<file path="src/rtl/alu_pipe.sv">
// alu_pipe: handshaked execute ALU with a registered one-entry output stage.
// Optional feature macro: ALU_MUL_EN enables the multi-cycle signed multiply
// (opcode 1011). Without it, 1011 completes in one cycle with err=1.
module alu_pipe #(
    parameter int WIDTH = 8,
    parameter int CNT_W = $clog2(WIDTH + 1)
) (
    input  logic             clk,
    input  logic             rst_n,
    input  logic             in_valid,
    output logic             in_ready,
    input  logic [7:0]       instruction,
    input  logic [WIDTH-1:0] pc,
    input  logic [WIDTH-1:0] in0,
    input  logic [WIDTH-1:0] in1,
    output logic             out_valid,
    input  logic             out_ready,
    output logic [WIDTH-1:0] out,
    output logic             jump,
    output logic             overflow,
    output logic             err
);
    typedef enum logic {IDLE, MUL} state_t;

    typedef struct packed {
        logic [WIDTH-1:0] val;
        logic             jump;
        logic             ovf;
        logic             err;
    } res_t;

    localparam logic [WIDTH-1:0] ONE = WIDTH'(1);

    state_t           state, state_nxt;
    res_t             res_q, alu_res, mul_res;
    logic             live;
    logic             accept, start_mul, mul_done;
    logic [3:0]       opc, imm4;
    logic [WIDTH-1:0] imm4s, sum;
    logic [31:0]      sh;

    assign opc  = instruction[7:4];
    assign imm4 = instruction[3:0];

    // live holds off acceptance until the first edge after reset release
    assign in_ready = live && (state == IDLE) && (!out_valid || out_ready);
    assign accept   = in_valid && in_ready;

    // Single-cycle result for the current request
    always_comb begin
        alu_res = '0;
        imm4s   = WIDTH'($signed(imm4));
        sh      = 32'(imm4) % WIDTH;
        sum     = in0 + in1;
        case (opc)
            4'h0: alu_res.val = in0;
            4'h1: begin
                alu_res.val = sum;
                alu_res.ovf = (in0[WIDTH-1] == in1[WIDTH-1]) && (sum[WIDTH-1] != in0[WIDTH-1]);
            end
            4'h2: alu_res.val = in0 & in1;
            4'h3: alu_res.val = ~in0;
            4'h4: alu_res.val = ~(in0 | in1);
            4'h5: alu_res.val = WIDTH'($signed(in0) < $signed(in1));
            4'h6: alu_res.val = in1 << sh;
            4'h7: alu_res.val = in1 >> sh;
            4'h8, 4'h9: begin
                alu_res.val  = in1 - pc - ONE;
                alu_res.jump = 1'b1;
            end
            4'hA: alu_res.val = sum;
            4'hB: begin
`ifdef ALU_MUL_EN
                alu_res.err = 1'b0;
`else
                alu_res.err = 1'b1;
`endif
            end
            4'hC: alu_res.jump = (in0 == in1);
            4'hD: alu_res.jump = (in0 != in1);
            4'hE: alu_res.val  = in1 + imm4s;
            default: alu_res.val = imm4s;
        endcase
    end

`ifdef ALU_MUL_EN
    logic [WIDTH:0]     macc, booth_sum, nxt_acc;
    logic [WIDTH-1:0]   mq, mcand, nxt_q;
    logic               mq1;
    logic [CNT_W-1:0]   cnt;
    logic [2*WIDTH-1:0] prod;

    assign start_mul = accept && (opc == 4'hB);
    assign mul_done  = (state == MUL) && (cnt == CNT_W'(1));

    // Booth radix-2 step; accumulator carries one guard bit so -M never overflows
    always_comb begin
        booth_sum = macc;
        case ({mq[0], mq1})
            2'b01:   booth_sum = macc + {mcand[WIDTH-1], mcand};
            2'b10:   booth_sum = macc - {mcand[WIDTH-1], mcand};
            default: booth_sum = macc;
        endcase
        nxt_acc     = {booth_sum[WIDTH], booth_sum[WIDTH:1]};
        nxt_q       = {booth_sum[0], mq[WIDTH-1:1]};
        prod        = {nxt_acc[WIDTH-1:0], nxt_q};
        mul_res     = '0;
        mul_res.val = prod[WIDTH-1:0];
        mul_res.ovf = prod[2*WIDTH-1:WIDTH] != {WIDTH{prod[WIDTH-1]}};
    end

    // Multiplier registers: load on accept, one shift-add per MUL cycle
    always_ff @(posedge clk or negedge rst_n) begin
        if (!rst_n) begin
            macc  <= '0;
            mq    <= '0;
            mq1   <= 1'b0;
            mcand <= '0;
            cnt   <= '0;
        end else if (start_mul) begin
            macc  <= '0;
            mq    <= in1;
            mq1   <= 1'b0;
            mcand <= in0;
            cnt   <= CNT_W'(WIDTH);
        end else if (state == MUL) begin
            macc  <= nxt_acc;
            mq    <= nxt_q;
            mq1   <= mq[0];
            cnt   <= cnt - CNT_W'(1);
        end
    end
`else
    assign start_mul = 1'b0;
    assign mul_done  = 1'b0;
    assign mul_res   = '0;
`endif

    // State register
    always_ff @(posedge clk or negedge rst_n) begin
        if (!rst_n) state <= IDLE;
        else        state <= state_nxt;
    end

    // Next state: IDLE -> MUL on a multiply accept, back when the last step lands
    always_comb begin
        state_nxt = state;
        case (state)
            IDLE:    if (start_mul) state_nxt = MUL;
            MUL:     if (mul_done)  state_nxt = IDLE;
            default: state_nxt = IDLE;
        endcase
    end

    // Output stage: holds until handoff; a same-edge accept refills it
    always_ff @(posedge clk or negedge rst_n) begin
        if (!rst_n) begin
            live      <= 1'b0;
            out_valid <= 1'b0;
            res_q     <= '0;
        end else begin
            live <= 1'b1;
            if (out_valid && out_ready) out_valid <= 1'b0;
            if (accept && !start_mul) begin
                out_valid <= 1'b1;
                res_q     <= alu_res;
            end else if (mul_done) begin
                out_valid <= 1'b1;
                res_q     <= mul_res;
            end
        end
    end

    assign out      = res_q.val;
    assign jump     = res_q.jump;
    assign overflow = res_q.ovf;
    assign err      = res_q.err;
endmodule

</file>
<file path="config.mk">
export PLATFORM = sky130hd
export DESIGN_NAME = alu_pipe
export DESIGN_NICKNAME = d
export VERILOG_FILES = /design/src/rtl/alu_pipe.sv
export SDC_FILE = /design/constraint.sdc
export NUM_CORES = 1
export LEC_CHECK = 0
export CAP_MARGIN = 20
export CELL_PAD_IN_SITES_DETAIL_PLACEMENT = 1
export CELL_PAD_IN_SITES_GLOBAL_PLACEMENT = 1
export CORE_UTILIZATION = 41
export CTS_CLUSTER_SIZE = 14
export DETAILED_ROUTE_END_ITERATION = 10
export PLACE_DENSITY_LB_ADDON = 0.1
export SLEW_MARGIN = 20
export SYNTH_ARGS = -nofsm -noshare
export SYNTH_HDL_FRONTEND = slang
export SYNTH_SLANG_ARGS = --single-unit
</file>
<file path="constraint.sdc">
create_clock -name clk -period 1.8 [get_ports clk]
set_input_delay 0.36 -clock clk [delete_from_list [all_inputs] [get_ports clk]]
set_output_delay 0.36 -clock clk [all_outputs]
set_load 0.02 [all_outputs]
</file>
==> flow_metrics.py, run 1 <==
metrics = {
    "run_status": {
        "status": "stopped before the end",
        "lastStage": "clock tree synthesis (4_1_cts)",
        "firstError": "[ERROR DPL-0033] detailed placement checks failed during check placement.",
    },
    "place": {
        "gp_congestion": 0.997,
        "dp_hpwl_mm": 11.6,
        "port-buffer-count": 48,
    },
    "clock_network": {
        "cts_hold_buf": 0,
        "htreeDepth": 1,
        "cts_buffers": 3,
        "cts_num_sinks": 13,
        "post_cts_buffers": 17,
        "cts-root-buf": "clkbuf_8",
        "cts.repair.resized": 186,
        "ctsLongestPathBuffers": 2,
    },
    "logic_synthesis": {
        "synth_mux_area_share_pct": 10.2,
        "synth_area_per_cell_sq_um": 7.99,
        "ys_seq_elements": 13,
        "yosys_warnings": 0,
        "synth_xor_area_share_pct": 4.78,
        "synth_top_family_by_area": "compound AO/OA/AOI/OAI gates",
        "synthArstFlopShare_pct": 100,
        "synth_cell_types": 65,
        "yosys.area.top_type_share_pct": 16.6,
        "synth_fp_nets": 445,
        "ys_top_cells_by_area": "ha_1 (17%), dfrtp_1 (11%), mux4_2 (6.1%)",
        "synth-edff-count": 0,
        "syn_area_sq_um": 2930,
        "post_synth_fa_ha_maj_area_fraction_pct": 18.7,
        "synthSimpleGateAreaFrac_pct": 19.2,
        "synthCells": 367,
        "yosysSeqAreaShare_pct": 11.1,
        "synth_compound_area_share_pct": 27.4,
        "synth_area_leader_cell": "ha_1",
        "synth_ff_type": "dfrtp_1",
    },
    "die": {
        "die_w_um": 86.6,
        "num_io_pins": 49,
        "rows": 30,
        "die_h_um": 86.6,
        "initial_utilization_pct": 42.7,
    },
}
[cells by family after synthesis]
group | count (synthesis)
AOI/OAI and AO/OA | 113
and+or+nand+nor | 111
buffers and inverters | 52
adders and majority gates | 42
muxes | 19
xor gates and xnor gates | 16
DFF | 13
other | 1
[Yosys cell counts, types with 5 or more instances]
| library cell | number |
|---|---|
| ha_1 | 39 |
| nor2_1 | 30 |
| inv_1 | 29 |
| nand2_1 | 26 |
| a21oi_1 | 21 |
| o21ai_0 | 16 |
| dfrtp_1 | 13 |
| xnor2_1 | 12 |
| nand2b_1 | 11 |
| buf_2 | 10 |
| a22oi_1 | 9 |
| nand3_1 | 9 |
| a31oi_1 | 8 |
| mux2i_1 | 8 |
| mux4_2 | 8 |
| and3_1 | 7 |
| a211oi_1 | 6 |
| nor3_1 | 5 |
| o211ai_1 | 5 |
[stage by stage]
stage | worst slack [ns] | TNS, ns | area (sq um) | instances
after floorplan | -0.0178 | -0.0260 | 3010 | 367
after global placement | -0.881 | -8.26 | 4510 | 624
after detailed placement | -1.01 | -9.58 | 4510 | 624
==> run 2: changes to the inputs <==
CELL_PAD_IN_SITES_DETAIL_PLACEMENT = unset   (was 1)
CELL_PAD_IN_SITES_GLOBAL_PLACEMENT = unset   (was 1)
CORE_UTILIZATION = 30   (was 41)
CTS_CLUSTER_SIZE = unset   (was 14)
PLACE_DENSITY_LB_ADDON = 0.15   (was 0.1)
==> run 2 against run 1 <==
Effect of this change: the flow now finishes, with violations (negative setup slack); area after synthesis unchanged; synthesized cell count unchanged.
==> flow_metrics.py, run 2 <==
metrics = {
    "place": {
        "gp_congestion": 0.937,
        "placed_area_sq_um": 4550,
        "dpl.cell_count": 657,
        "dp_hpwl_mm": 9.43,
        "port-buffer-count": 48,
        "place_ws_ns": -0.857,
    },
    "critical_path": {
        "cp.required_ns": 1.92,
        "reg2reg_from": "out_valid",
        "worst_ep_arrival_time_ns": 2.09,
        "critPathLaunchType": "input pin",
        "r2r_cells": 6,
        "worst_setup_path_end_kind": "flip-flop",
        "cp_max_fo": 5,
        "critPathKind": "in2reg",
        "cp-startpoint": "in1[1]",
    },
    "detailed_routing": {
        "viasPerCell": 5.28,
        "wl_mm": 12.0,
        "drt_drc_violations_left": 0,
        "wl_per_cell_um": 17.5,
        "firstDrtPassIters": 4,
        "vias": 3605,
        "drt_iter0_drc": 230,
        "drtAntennaViolNets": 0,
    },
    "clock_network": {
        "cts_hold_buf": 0,
        "clk-insertion-delay-late_ns": 0.24,
        "clkTransAtPathRegs_ns": 0.06,
        "ctsLongestPathBuffers": 2,
        "htreeDepth": 1,
        "cts_num_sinks": 13,
        "cts_buffers": 3,
        "cts_tree": "built",
        "cts-root-buf": "clkbuf_8",
    },
    "run_status": {
        "status": "complete, but fails checks",
        "violations": "negative setup slack",
    },
    "timing": {
        "final-hold-violation-count": 0,
        "setup_violations": 8,
        "fin_ws_ns": -0.169,
        "setup_tns_ns": -0.669,
        "period_minus_slack_ns": 1.97,
        "clock.fmax_mhz": 508,
        "rsz0062_at_grt": "yes",
        "finalCritPeriodShare_pct": 109,
        "finalClockSkew_ns": 0.00608,
        "drv_slew": 0,
    },
    "logic_synthesis": {
        "synth_area_per_cell_sq_um": 7.99,
        "synth_area_leader_cell": "ha_1",
        "synth_fp_nets": 445,
        "synth-edff-count": 0,
        "yosysMostFrequentCell": "ha_1",
        "ys_top_cells_by_area": "ha_1 (17%), dfrtp_1 (11%), mux4_2 (6.1%)",
        "synth_ff_type": "dfrtp_1",
        "syn_area_sq_um": 2930,
        "ys_seq_elements": 13,
        "yosys_warnings": 0,
        "synthArstFlopShare_pct": 100,
        "synthCells": 367,
        "yosys.area.top_type_share_pct": 16.6,
        "synth_cell_types": 65,
        "synthTopCellsByCount": "ha_1 (39), nor2_1 (30), inv_1 (29)",
        "yosysSeqAreaShare_pct": 11.1,
    },
    "global_route": {
        "grt_usage_pct": 24.1,
        "antenna_found_initial": 0,
        "grt_max_degree": 17,
        "overflow": 0,
        "grt_pass1_wl_mm": 18.8,
        "grt_pass1_vias": 3641,
    },
    "finish": {
        "fin_area_sq_um": 5280,
        "area_growth_pct": 79.9,
        "antenna_cells": 0,
        "stdcell_count": 683,
        "layout_common_cells": "buf_4 (134), nor2_1 (27), nand2_1 (26), ha_4 (21), buf_6 (20)",
        "largest_reg_flops": 8,
        "finalNetCount": 633,
        "layout-drive-gt1-share_pct": 50.0,
        "layout_commonest_cell": "buf_4",
    },
    "die": {
        "core_area_sq_um": 9370,
        "initial_utilization_pct": 31.3,
        "rows": 35,
        "die_w_um": 101,
        "die_area_sq_um": 10200,
        "die_h_um": 101,
        "num_io_pins": 49,
    },
    "job": {
        "maxCapViolCount": 0,
    },
    "min_path": {
        "hold_class": "in2async",
    },
    "pwr": {
        "max-vdd-ir-drop_v": 0.000317,
        "leakagePower_nw": 2.33,
        "power_density_nw_per_um2": 406,
    },
}
==> run 2: cell counts after synthesis <==
Identical to the previous run, type by type.
==> run 2: timing repair <==
action | CTS | global route
gates cloned | 2 | 0
setup buffers | 19 | 1
pin swaps | 64 | 20
endpoints found under the setup margin | 11 | 11
resized for setup | 170 | 19
==> run 2: cell families after synthesis <==
| logic type | share of synthesized area, % |
|---|---|
| buf+inv | 8.49 |
| flops | 11.1 |
| fa+ha+maj | 18.7 |
| simple gates | 19.2 |
| xor+xnor | 4.78 |
| other cells | 0.128 |
| compound gates | 27.4 |
| mux | 10.2 |
==> run 2: area by class of cell <==
cell class / instances / area (sq um)
fillers: 890 / 4090
multi-input cells: 302 / 2910
repair buffers: 204 / 1720
flip-flops and latches: 13 / 325
well taps: 129 / 161
inverters: 31 / 119
clock buffers: 4 / 45.0
==> run 2: where the power goes <==
part	switching, mW	leakage [nW]	internal (mW)
Sequential	0.0281	0.159	0.338
Combinational	0.712	2.15	0.799
Clock	0.106	0.0228	0.156
==> run 2: worst max-delay path: stages <==
cell and delay (ns):
buf_6 0.09, buf_6 0.11, buf_6 0.13, buf_4 0.13
fa_2 0.38, a211oi_2 0.21, o21bai_1 0.10, a21oi_1 0.16
xnor2_1 0.13, a22oi_1 0.22, a21oi_2 0.07
==> run 2: path summary, 6_finish.rpt <==
kind / endpoint / slack, ns
max in group asynchronous: live / 1.20
min: out[5] / 0.43
min in group clk: jump / 0.47
max: out[6] / -0.17
min reg2reg: jump / 0.47
max reg2reg: out[6] / 0.29
==> run 2: stage by stage <==
stage / utilization [%] / total power, mW / hold slack [ns]
finish: 56.3 / 2.14 / 0.429
global route: 56.3 / 2.27 / 0.454
CTS: 55.4 / 2.09 / 0.435
detailed placement: 48.5 / 1.64 / 0.461
global placement: 48.5 / 1.63 / 0.452
floorplan: - / 1.00 / 0.0644
==> run 2: routing by layer <==
metal  global-route usage, %  vias up  part of all wire, %
li1                        -     1740                    -
met1                    30.7     1718                   44
met2                    41.5      115                   47
met3                    2.29       32                  5.1
met4                    10.4        0                  4.0
met5                       0        -                    0
No activity file was read; power rests on OpenSTA's default activity.
==> run 3: changes to the inputs <==
CORE_UTILIZATION = 55   (was 30)
GPL_ROUTABILITY_DRIVEN = 0   (was unset)
==> run 3 against run 2 <==
Effect of this change: the flow now stops in clock tree synthesis (4_1_cts); area after synthesis unchanged; synthesized cell count unchanged.
==> flow_metrics.py, run 3 <==
metrics = {
    "logic_synthesis": {
        "ys_top_cells_by_area": "ha_1 (17%), dfrtp_1 (11%), mux4_2 (6.1%)",
        "yosysSeqAreaShare_pct": 11.1,
        "synth_compound_area_share_pct": 27.4,
        "synth_xor_area_share_pct": 4.78,
        "synthTopCellsByCount": "ha_1 (39), nor2_1 (30), inv_1 (29)",
        "synth_area_leader_cell": "ha_1",
        "synth_top_family_by_area": "compound AO/OA/AOI/OAI gates",
        "synth_ff_type": "dfrtp_1",
        "yosysMostFrequentCell": "ha_1",
        "post_synth_fa_ha_maj_area_fraction_pct": 18.7,
        "syn_area_sq_um": 2930,
        "yosys.area.top_type_share_pct": 16.6,
        "synth_mux_area_share_pct": 10.2,
        "synth_fp_nets": 445,
        "synthArstFlopShare_pct": 100,
        "yosys_warnings": 0,
        "synth_cell_types": 65,
        "synth_area_per_cell_sq_um": 7.99,
        "ys_seq_elements": 13,
        "synthCells": 367,
        "synth-edff-count": 0,
        "synthSimpleGateAreaFrac_pct": 19.2,
    },
    "clock_network": {
        "cts_hold_buf": 0,
        "ctsLongestPathBuffers": 2,
        "cts_buffers": 3,
        "cts.repair.resized": 175,
        "htreeDepth": 1,
        "cts_num_sinks": 13,
        "post_cts_buffers": 13,
        "cts-root-buf": "clkbuf_8",
    },
    "place": {
        "dp_hpwl_mm": 9.14,
        "placed_area_sq_um": 4450,
        "port-buffer-count": 48,
    },
    "die": {
        "rows": 26,
        "die_w_um": 75.0,
        "initial_utilization_pct": 57.4,
        "die_h_um": 75.0,
        "num_io_pins": 49,
    },
    "run_status": {
        "firstError": "[ERROR DPL-0033] detailed placement checks failed during check placement.",
        "lastStage": "clock tree synthesis (4_1_cts)",
        "status": "stopped before the end",
    },
}
## run 3: cell counts after synthesis
Identical to the previous run, type by type.
## run 3: kinds of logic after synthesis
family / count (synthesis)
compound gates: 113
simple gates: 111
buf+inv: 52
fa+ha+maj: 42
mux: 19
xor+xnor: 16
flops: 13
other cells: 1
## run 3: metrics by stage
stage / cells / worst slack (ns)
after floorplan: 367 / -0.0178
after global placement: 594 / -0.830
after detailed placement: 594 / -0.907
